### src/rtl/ram_2r1w_wr_arbiter.sv
// Round-robin owner of the 2R1W RAM write port.
// Sweeps INIT_VAL over the whole array after reset/clear, then arbitrates.
module ram_2r1w_wr_arbiter #(
  parameter int          BLOCLSIZE = 10,
  parameter int          NREQ      = 4,
  parameter logic [31:0] INIT_VAL  = 32'h0000_0000,
  localparam int         AW        = BLOCLSIZE + 1,
  localparam int         PW        = (NREQ > 1) ? $clog2(NREQ) : 1
) (
  input  logic               clk,
  input  logic               rst,
  input  logic               clear,
  input  logic [NREQ-1:0]    req_valid,
  input  logic [NREQ*AW-1:0] req_addr,
  input  logic [NREQ*32-1:0] req_data,
  output logic [NREQ-1:0]    req_ready,
  output logic               w_enb,
  output logic [AW-1:0]      w_addr_1,
  output logic [31:0]        w_din_1,
  output logic               init_done,
  output logic [15:0]        wr_count
);

  typedef enum logic {
    ST_INIT,
    ST_RUN
  } state_e;

  state_e        state_q, state_d;
  logic [AW-1:0] cnt_q, cnt_d;
  logic [PW-1:0] ptr_q, ptr_d;
  logic          w_enb_q, w_enb_d;
  logic [AW-1:0] w_addr_q, w_addr_d;
  logic [31:0]   w_din_q, w_din_d;
  logic          init_done_q, init_done_d;
  logic [15:0]   wr_count_q, wr_count_d;

  logic          gnt_vld;
  logic [PW-1:0] gnt_idx;
  logic          arb_en;
  logic          xfer;
  logic [AW-1:0] sel_addr;
  logic [31:0]   sel_data;

  function automatic logic [PW-1:0] rr_idx(
    input logic [PW-1:0] base,
    input int            off
  );
    logic [PW:0] s;
    s = {1'b0, base} + (PW+1)'(off);
    if (s >= (PW+1)'(NREQ)) s = s - (PW+1)'(NREQ);
    return s[PW-1:0];
  endfunction

  // First RUN cycle has init_done_q low, so nobody is granted there.
  assign arb_en = (state_q == ST_RUN) & init_done_q & ~clear;

  always_comb begin
    gnt_vld = 1'b0;
    gnt_idx = '0;
    for (int k = 0; k < NREQ; k++) begin
      if (!gnt_vld && req_valid[rr_idx(ptr_q, k)]) begin
        gnt_vld = 1'b1;
        gnt_idx = rr_idx(ptr_q, k);
      end
    end
  end

  assign xfer     = arb_en & gnt_vld;
  assign sel_addr = req_addr[int'(gnt_idx)*AW +: AW];
  assign sel_data = req_data[int'(gnt_idx)*32 +: 32];

  always_comb begin
    req_ready = '0;
    if (xfer) req_ready[gnt_idx] = 1'b1;
  end

  always_comb begin
    state_d     = state_q;
    cnt_d       = cnt_q;
    ptr_d       = ptr_q;
    w_enb_d     = 1'b0;
    w_addr_d    = w_addr_q;
    w_din_d     = w_din_q;
    init_done_d = init_done_q;
    wr_count_d  = wr_count_q;
    unique case (state_q)
      ST_INIT: begin
        init_done_d = 1'b0;
        if (clear) begin
          cnt_d = '0;
        end else begin
          w_enb_d  = 1'b1;
          w_addr_d = cnt_q;
          w_din_d  = INIT_VAL;
          cnt_d    = cnt_q + AW'(1);
          if (&cnt_q) state_d = ST_RUN;
        end
      end
      ST_RUN: begin
        if (clear) begin
          state_d     = ST_INIT;
          cnt_d       = '0;
          init_done_d = 1'b0;
          wr_count_d  = '0;
        end else begin
          init_done_d = 1'b1;
          if (xfer) begin
            w_enb_d    = 1'b1;
            w_addr_d   = sel_addr;
            w_din_d    = sel_data;
            ptr_d      = rr_idx(gnt_idx, 1);
            wr_count_d = wr_count_q + 16'd1;
          end
        end
      end
      default: state_d = ST_INIT;
    endcase
  end

  always_ff @(posedge clk or negedge rst) begin
    if (!rst) begin
      state_q     <= ST_INIT;
      cnt_q       <= '0;
      ptr_q       <= '0;
      w_enb_q     <= 1'b0;
      w_addr_q    <= '0;
      w_din_q     <= '0;
      init_done_q <= 1'b0;
      wr_count_q  <= '0;
    end else begin
      state_q     <= state_d;
      cnt_q       <= cnt_d;
      ptr_q       <= ptr_d;
      w_enb_q     <= w_enb_d;
      w_addr_q    <= w_addr_d;
      w_din_q     <= w_din_d;
      init_done_q <= init_done_d;
      wr_count_q  <= wr_count_d;
    end
  end

  assign w_enb     = w_enb_q;
  assign w_addr_1  = w_addr_q;
  assign w_din_1   = w_din_q;
  assign init_done = init_done_q;
  assign wr_count  = wr_count_q;

endmodule

### config.mk
export PLATFORM = sky130hd
export DESIGN_NAME = ram_2r1w_wr_arbiter
export DESIGN_NICKNAME = d
export VERILOG_FILES = /design/src/rtl/ram_2r1w_wr_arbiter.sv
export SDC_FILE = /design/constraint.sdc
export NUM_CORES = 1
export LEC_CHECK = 0
export CORE_AREA = 2 2 96 98
export CTS_CLUSTER_SIZE = 14
export DETAILED_ROUTE_END_ITERATION = 12
export DIE_AREA = 0 0 98 100
export DONT_BUFFER_PORTS = 1
export GPL_TIMING_DRIVEN = 0
export PLACE_DENSITY_LB_ADDON = 0.2
export SETUP_SLACK_MARGIN = 0.02
export SLEW_MARGIN = 25
export SYNTH_ARGS = -nofsm -noshare
export SYNTH_HDL_FRONTEND = slang
export SYNTH_SLANG_ARGS = --single-unit
### constraint.sdc
create_clock -name clk -period 1.83 [get_ports clk]
set_input_delay 0.2745 -clock clk [delete_from_list [all_inputs] [get_ports clk]]
set_output_delay 0.2745 -clock clk [all_outputs]
set_load 0.05 [all_outputs]
# After elaboration in Yosys (flattened, before gate mapping)
# Index checks and enable logic that the tools add are counted.
# word_totals
reg_bits	75
out_inout_bits	65
wordCells	99
inputBits	179
# op_classes
mul	1
n_eq_ne	4
n_reduce_logical	12
n_bitwise	5
shift	2
addsub	11
n_mux	45
magnitude_cmp	11
# op_table
op	count
$shiftx 128x8->32	1
$mux 32	3
$pmux 32 s2	1
$mux 11	5
$pmux 11 s2	2
$shiftx 44x7->11	1
$mux 16	2
$mux 2	9
$add 16x1->16 const B	1
$lt 2x3->1 const B	5
$mux 1	14
$ge 3x3->1 const B	4
$add 11x1->11 const B	1
$reduce_and 11->1	1
$sub 2x1->2 const B	5
$bmux 1 s2	4
$add 2x1->3 const B	2
$add 2x2->3 const B	2
$mul 2x4->6 const B	1
$ne 2x2->1 const B	3
$pmux 1 s2	3
$reduce_and 3->1	2
$logic_and 1x1->1	4
$mux 4	1
9 further kinds	14

# Longest topological paths before layout
# depth
word_depth	19
mapped_depth	9
ltp_nobuf	6

# Worst setup path after synthesis
# No wires, ideal clock.
# synth_timing
path_type	register to output
start	register init_done_q (netlist: init_done)
end	output port req_ready[2]
t_required_ns	1.556
path_stages_with_launch	8
setup_slack_ns	-0.615
path_buffers	2
t_arrival_ns	2.170
cell_sequence	dfrtp_1 > o41a_4 > nand2_4 > nor2_4 > nand2b_4 > buf_8 > buf_12 > nor2_1
# synth_via
elab_chain_len	4
# synth_lines
element	line_no	source
start, declared	35	logic init_done_q, init_done_d;
start signal, assigned	138	init_done_q <= init_done_d;
$and 1x1->1 (2 in a row)	56	assign arb_en = (state_q == ST_RUN) & init_done_q & ~clear;
$and 1x1->1	69	assign xfer = arb_en & gnt_vld;
$mux 4	75	if (xfer) req_ready[gnt_idx] = 1'b1;
end, declared	16	output logic [NREQ-1:0] req_ready,
# Every way passes these cells.

# Worst setup path after layout
# layout_timing
start	register ptr_q[1]
end	output port req_ready[2]
# layout_via
elab_chain_len	19
elab_cells_between_ends	44
cone_classes	7 x add/sub; 6 x order compare; 23 x mux; 1 x bitwise; 7 x reduce/logical
# layout_lines
element	line_no	source
start, declared	31	logic [PW-1:0] ptr_q, ptr_d;
start signal, assigned	134	ptr_q <= ptr_d;
parallel branches: the longest is 18 deep, another holds $add 2x1->3	--	
$mux 4 (*)	75	
# Every way passes the cells marked *. The select of a mux whose other input is x is not followed.

==> run_summary.xml <==
<?xml version="1.0" encoding="UTF-8"?>
<metrics>
  <group name="timing">
    <metric name="layout_min_cycle_time" unit="ps">2160</metric>
    <metric name="timing.clock.skew" unit="ps">12.3</metric>
    <metric name="hold_ws" unit="ps">-394</metric>
    <metric name="fmax" unit="MHz">463</metric>
    <metric name="worst_slew_margin_rel" unit="%">57.4</metric>
    <metric name="setup_viol" unit="">24</metric>
    <metric name="post-route-period-util" unit="%">118</metric>
    <metric name="timing.final.hold_violations" unit="">75</metric>
    <metric name="tightest_slew" unit="ps">633</metric>
    <metric name="postLayoutSetupSlackWorst" unit="ps">-332</metric>
    <metric name="final_number_of_max_transition_violations" unit="">0</metric>
    <metric name="rsz_0062_raised_after_global_routing" unit="">true</metric>
  </group>
  <group name="detailed_routing">
    <metric name="drc_errors" unit="">0</metric>
    <metric name="drt_iter0_drc" unit="">99</metric>
    <metric name="dr_wl_cell" unit="um">20.9</metric>
    <metric name="drt-total-wl" unit="mm">14.4</metric>
    <metric name="post_drt_via_cell_ratio" unit="">6.05</metric>
    <metric name="via_total_after_detailed_routing" unit="">4169</metric>
    <metric name="drt_first_pass_iters" unit="">4</metric>
    <metric name="antenna_left" unit="">0</metric>
  </group>
  <group name="grt">
    <metric name="grt_antenna_before_repair" unit="">0</metric>
    <metric name="first_global_vias" unit="">4041</metric>
    <metric name="grt_overflow" unit="">0</metric>
    <metric name="global_router_s_overall_resource_usage" unit="%">27.5</metric>
    <metric name="global_route_wire_length_before_repair" unit="mm">21.1</metric>
    <metric name="maximum_number_of_pins_on_one_net_before_global_route_repair" unit="">76</metric>
  </group>
  <group name="setup_path">
    <metric name="path_max_fanout" unit="">10</metric>
    <metric name="endpoint_kind" unit="">primary output</metric>
    <metric name="crit_type" unit="">register to primary output</metric>
    <metric name="worst_ep_required_time" unit="ps">1560</metric>
    <metric name="timing.critical_path.arrival" unit="ps">1890</metric>
    <metric name="crit_path_start_kind" unit="">register</metric>
  </group>
  <group name="die">
    <metric name="die_w" unit="um">98</metric>
    <metric name="die_y" unit="um">100</metric>
    <metric name="pin_count" unit="">244</metric>
    <metric name="std_cell_rows" unit="">35</metric>
    <metric name="core" unit="mm2">0.00889</metric>
    <metric name="fp.dieArea" unit="mm2">0.00980</metric>
    <metric name="floorplan.initialDensity" unit="%">52.4</metric>
  </group>
  <group name="yosys">
    <metric name="synth-edff-count" unit="">0</metric>
    <metric name="yosysWarningCount" unit="">0</metric>
    <metric name="synth.yosys.seq_area_share" unit="%">40.3</metric>
    <metric name="synth.cell_area" unit="mm2">0.00466</metric>
    <metric name="synth_top_flop_cell" unit="">dfrtp_1</metric>
    <metric name="synth.lib_cells_used.distinct" unit="">49</metric>
    <metric name="cell_count_after_synthesis" unit="">539</metric>
    <metric name="synth_seq_cells" unit="">75</metric>
    <metric name="mappedNetlistNets" unit="">720</metric>
    <metric name="syn_area_per_cell" unit="um2">8.64</metric>
    <metric name="postSynth.asyncResetShare" unit="%">100</metric>
  </group>
  <group name="finish">
    <metric name="final_core_utilization" unit="%">65.5</metric>
    <metric name="drive_gt1_share" unit="%">32.7</metric>
    <metric name="nets" unit="">755</metric>
    <metric name="finish.cell_count_without_fillers" unit="">689</metric>
    <metric name="antennaDiodeCount" unit="">0</metric>
    <metric name="area_growth_syn_to_layout" unit="%">25.0</metric>
  </group>
  <group name="clocking">
    <metric name="clk_path_buf_depth" unit="">2</metric>
    <metric name="cts.reportedPaths.clkPinSlew" unit="ps">90</metric>
    <metric name="tritoncts.num_buffers" unit="">9</metric>
    <metric name="tritoncts" unit="">built</metric>
    <metric name="clk_latency" unit="ps">350</metric>
    <metric name="htree_num_levels" unit="">3</metric>
    <metric name="cts-root-buf" unit="">clkbuf_8</metric>
    <metric name="clock_sinks" unit="">75</metric>
  </group>
  <group name="status">
    <metric name="violations" unit="">hold timing, setup timing</metric>
    <metric name="outcome" unit="">complete, but fails checks</metric>
  </group>
  <group name="power">
    <metric name="ir_drop" unit="uV">534</metric>
    <metric name="power.static_leakage" unit="uW">0.00292</metric>
    <metric name="pwr_density_cell" unit="mW/mm2">673</metric>
  </group>
  <group name="flow_run">
    <metric name="max_cap_viol_count" unit="">0</metric>
  </group>
  <group name="place">
    <metric name="gp_routability_congestion" unit="">0.956</metric>
    <metric name="post_place_cells" unit="">650</metric>
    <metric name="placement.setup.worst_slack" unit="ps">-304</metric>
    <metric name="port_buffers" unit="">0</metric>
    <metric name="hpwlAfterDp" unit="mm">10.2</metric>
  </group>
  <group name="worst_hold_path">
    <metric name="hold_path_class" unit="">input port to asynchronous set/reset pin</metric>
  </group>
</metrics>
-- kinds of logic after synthesis --
kind of cell | count (synthesis) | synth area share (%)
and+or+nand+nor | 218 | 20.3
AOI/OAI and AO/OA | 149 | 22.7
DFF | 75 | 40.3
buffers and inverters | 45 | 5.59
muxes | 34 | 7.63
xor gates and xnor gates | 16 | 3.01
adders and majority gates | 2 | 0.537
-- state kept, by name, summed over array words and instances, names as in the netlist --
| register | flops |
|---|---|
| cnt_q | 11 |
| init_done | 1 |
| ptr_q | 2 |
| state_q | 1 |
| w_addr_1 | 11 |
| w_din_1 | 32 |
| w_enb | 1 |
| wr_count | 16 |
-- worst max-delay path, cell delays in order (launching register included) --
cell	delay [ps]
dfrtp_2	460
nand2b_4	160
a21o_1	170
o211a_4	160
buf_12	150
buf_12	150
nor2_4	290
-- through the flow --
step | TNS [ps] | cell area, um2 | power (uW)
5_1_grt | -6190 | 5820 | 4060
3_5_place_dp | -8250 | 4840 | 2240
4_1_cts | -2790 | 5440 | 3830
6_report | -2250 | 5820 | 3920
3_3_place_gp | -7120 | 4840 | 2230
2_1_floorplan | -146 | 4700 | 2140
-- what timing repair did --
item,CTS,global route
hold endpoints to repair,75,75
pin swaps,17,30
buffers inserted,20,6
endpoints found under the setup margin,57,56
resized for setup,71,73
gates cloned,1,3
-- synthesized netlist by cell type (2+ instances only) --
cell type | instances | area (um2)
a211o_1 | 32 | 280
buf_1 | 3 | 11.3
buf_12 | 3 | 60.1
inv_1 | 8 | 30.0
clkbuf_1 | 10 | 37.5
a21oi_2 | 28 | 245
xor2_1 | 9 | 78.8
nor2_1 | 31 | 116
nand2_1 | 142 | 533
buf_4 | 3 | 22.5
mux2_2 | 12 | 135
nand3_1 | 9 | 45.0
nor3_1 | 2 | 10.0
o21ai_0 | 9 | 45.0
or3_1 | 6 | 37.5
dfrtp_1 | 75 | 1880
a21o_1 | 2 | 15.0
a21oi_1 | 52 | 260
a41oi_1 | 2 | 17.5
buf_2 | 16 | 80.1
nor2b_1 | 9 | 56.3
and3_1 | 6 | 37.5
mux2i_1 | 22 | 220
a31oi_1 | 3 | 18.8
o22ai_1 | 12 | 75.1
xnor2_1 | 7 | 61.3
nor3b_1 | 3 | 22.5
ha_1 | 2 | 25.0
-- layer usage --
| layer | GRT usage [%] | share of wire (%) | routed length [um] |
|---|---|---|---|
| met1 | 33.7 | 40 | 5810 |
| met2 | 49.0 | 53 | 7700 |
| met3 | 4.32 | 4.7 | 671 |
| met5 | 0 | 0 | 0 |
| met4 | 10.1 | 1.6 | 230 |
-- path summary, 6_finish.rpt --
kind / cells past startpoint / start / slack [ps] / end
min reg2reg: 2 / cnt_q[5] / 590 / cnt_q[5]
min in group clk: 3 / req_data[90] / 190 / w_din_1[26]
max: 6 / ptr_q[1] / -330 / req_ready[2]
min: 0 / rst / -390 / wr_count[7]
max in group asynchronous: 0 / rst / 2100 / w_addr_1[2]
max reg2reg: 9 / ptr_q[1] / -170 / w_addr_1[0]
-- final cells by class --
type,instances,area [um2]
Inverter,9,33.8
Fill cell,763,3070
Multi-Input combinational cell,419,2840
Sequential cell,75,1890
Timing Repair Buffer,28,335
Clock inverter,5,104
Tap cell,111,139
Clock buffer,10,128
Buffer,32,350
-- layout by cell type (no fill, tap or decap), drive strengths merged, types with 3 or more instances in the layout --
| master | instances |
|---|---|
| bufinv | 3 |
| inv | 9 |
| mux2i | 22 |
| buf | 51 |
| dfrtp | 75 |
| nor2 | 32 |
| xnor2 | 7 |
| a31oi | 3 |
| o21ai | 10 |
| nand3 | 10 |
| xor2 | 9 |
| nor2b | 9 |
| clkbuf | 19 |
| or3 | 6 |
| a211o | 32 |
| and3 | 6 |
| nand2 | 144 |
| o22ai | 12 |
| nor3b | 3 |
| a21oi | 80 |
| mux2 | 12 |
-- where the power goes --
group,switching (uW),internal (uW)
combinational,315,276
sequential,119,1690
clock,622,900
Note: power is estimated with default switching activity, not from simulation.
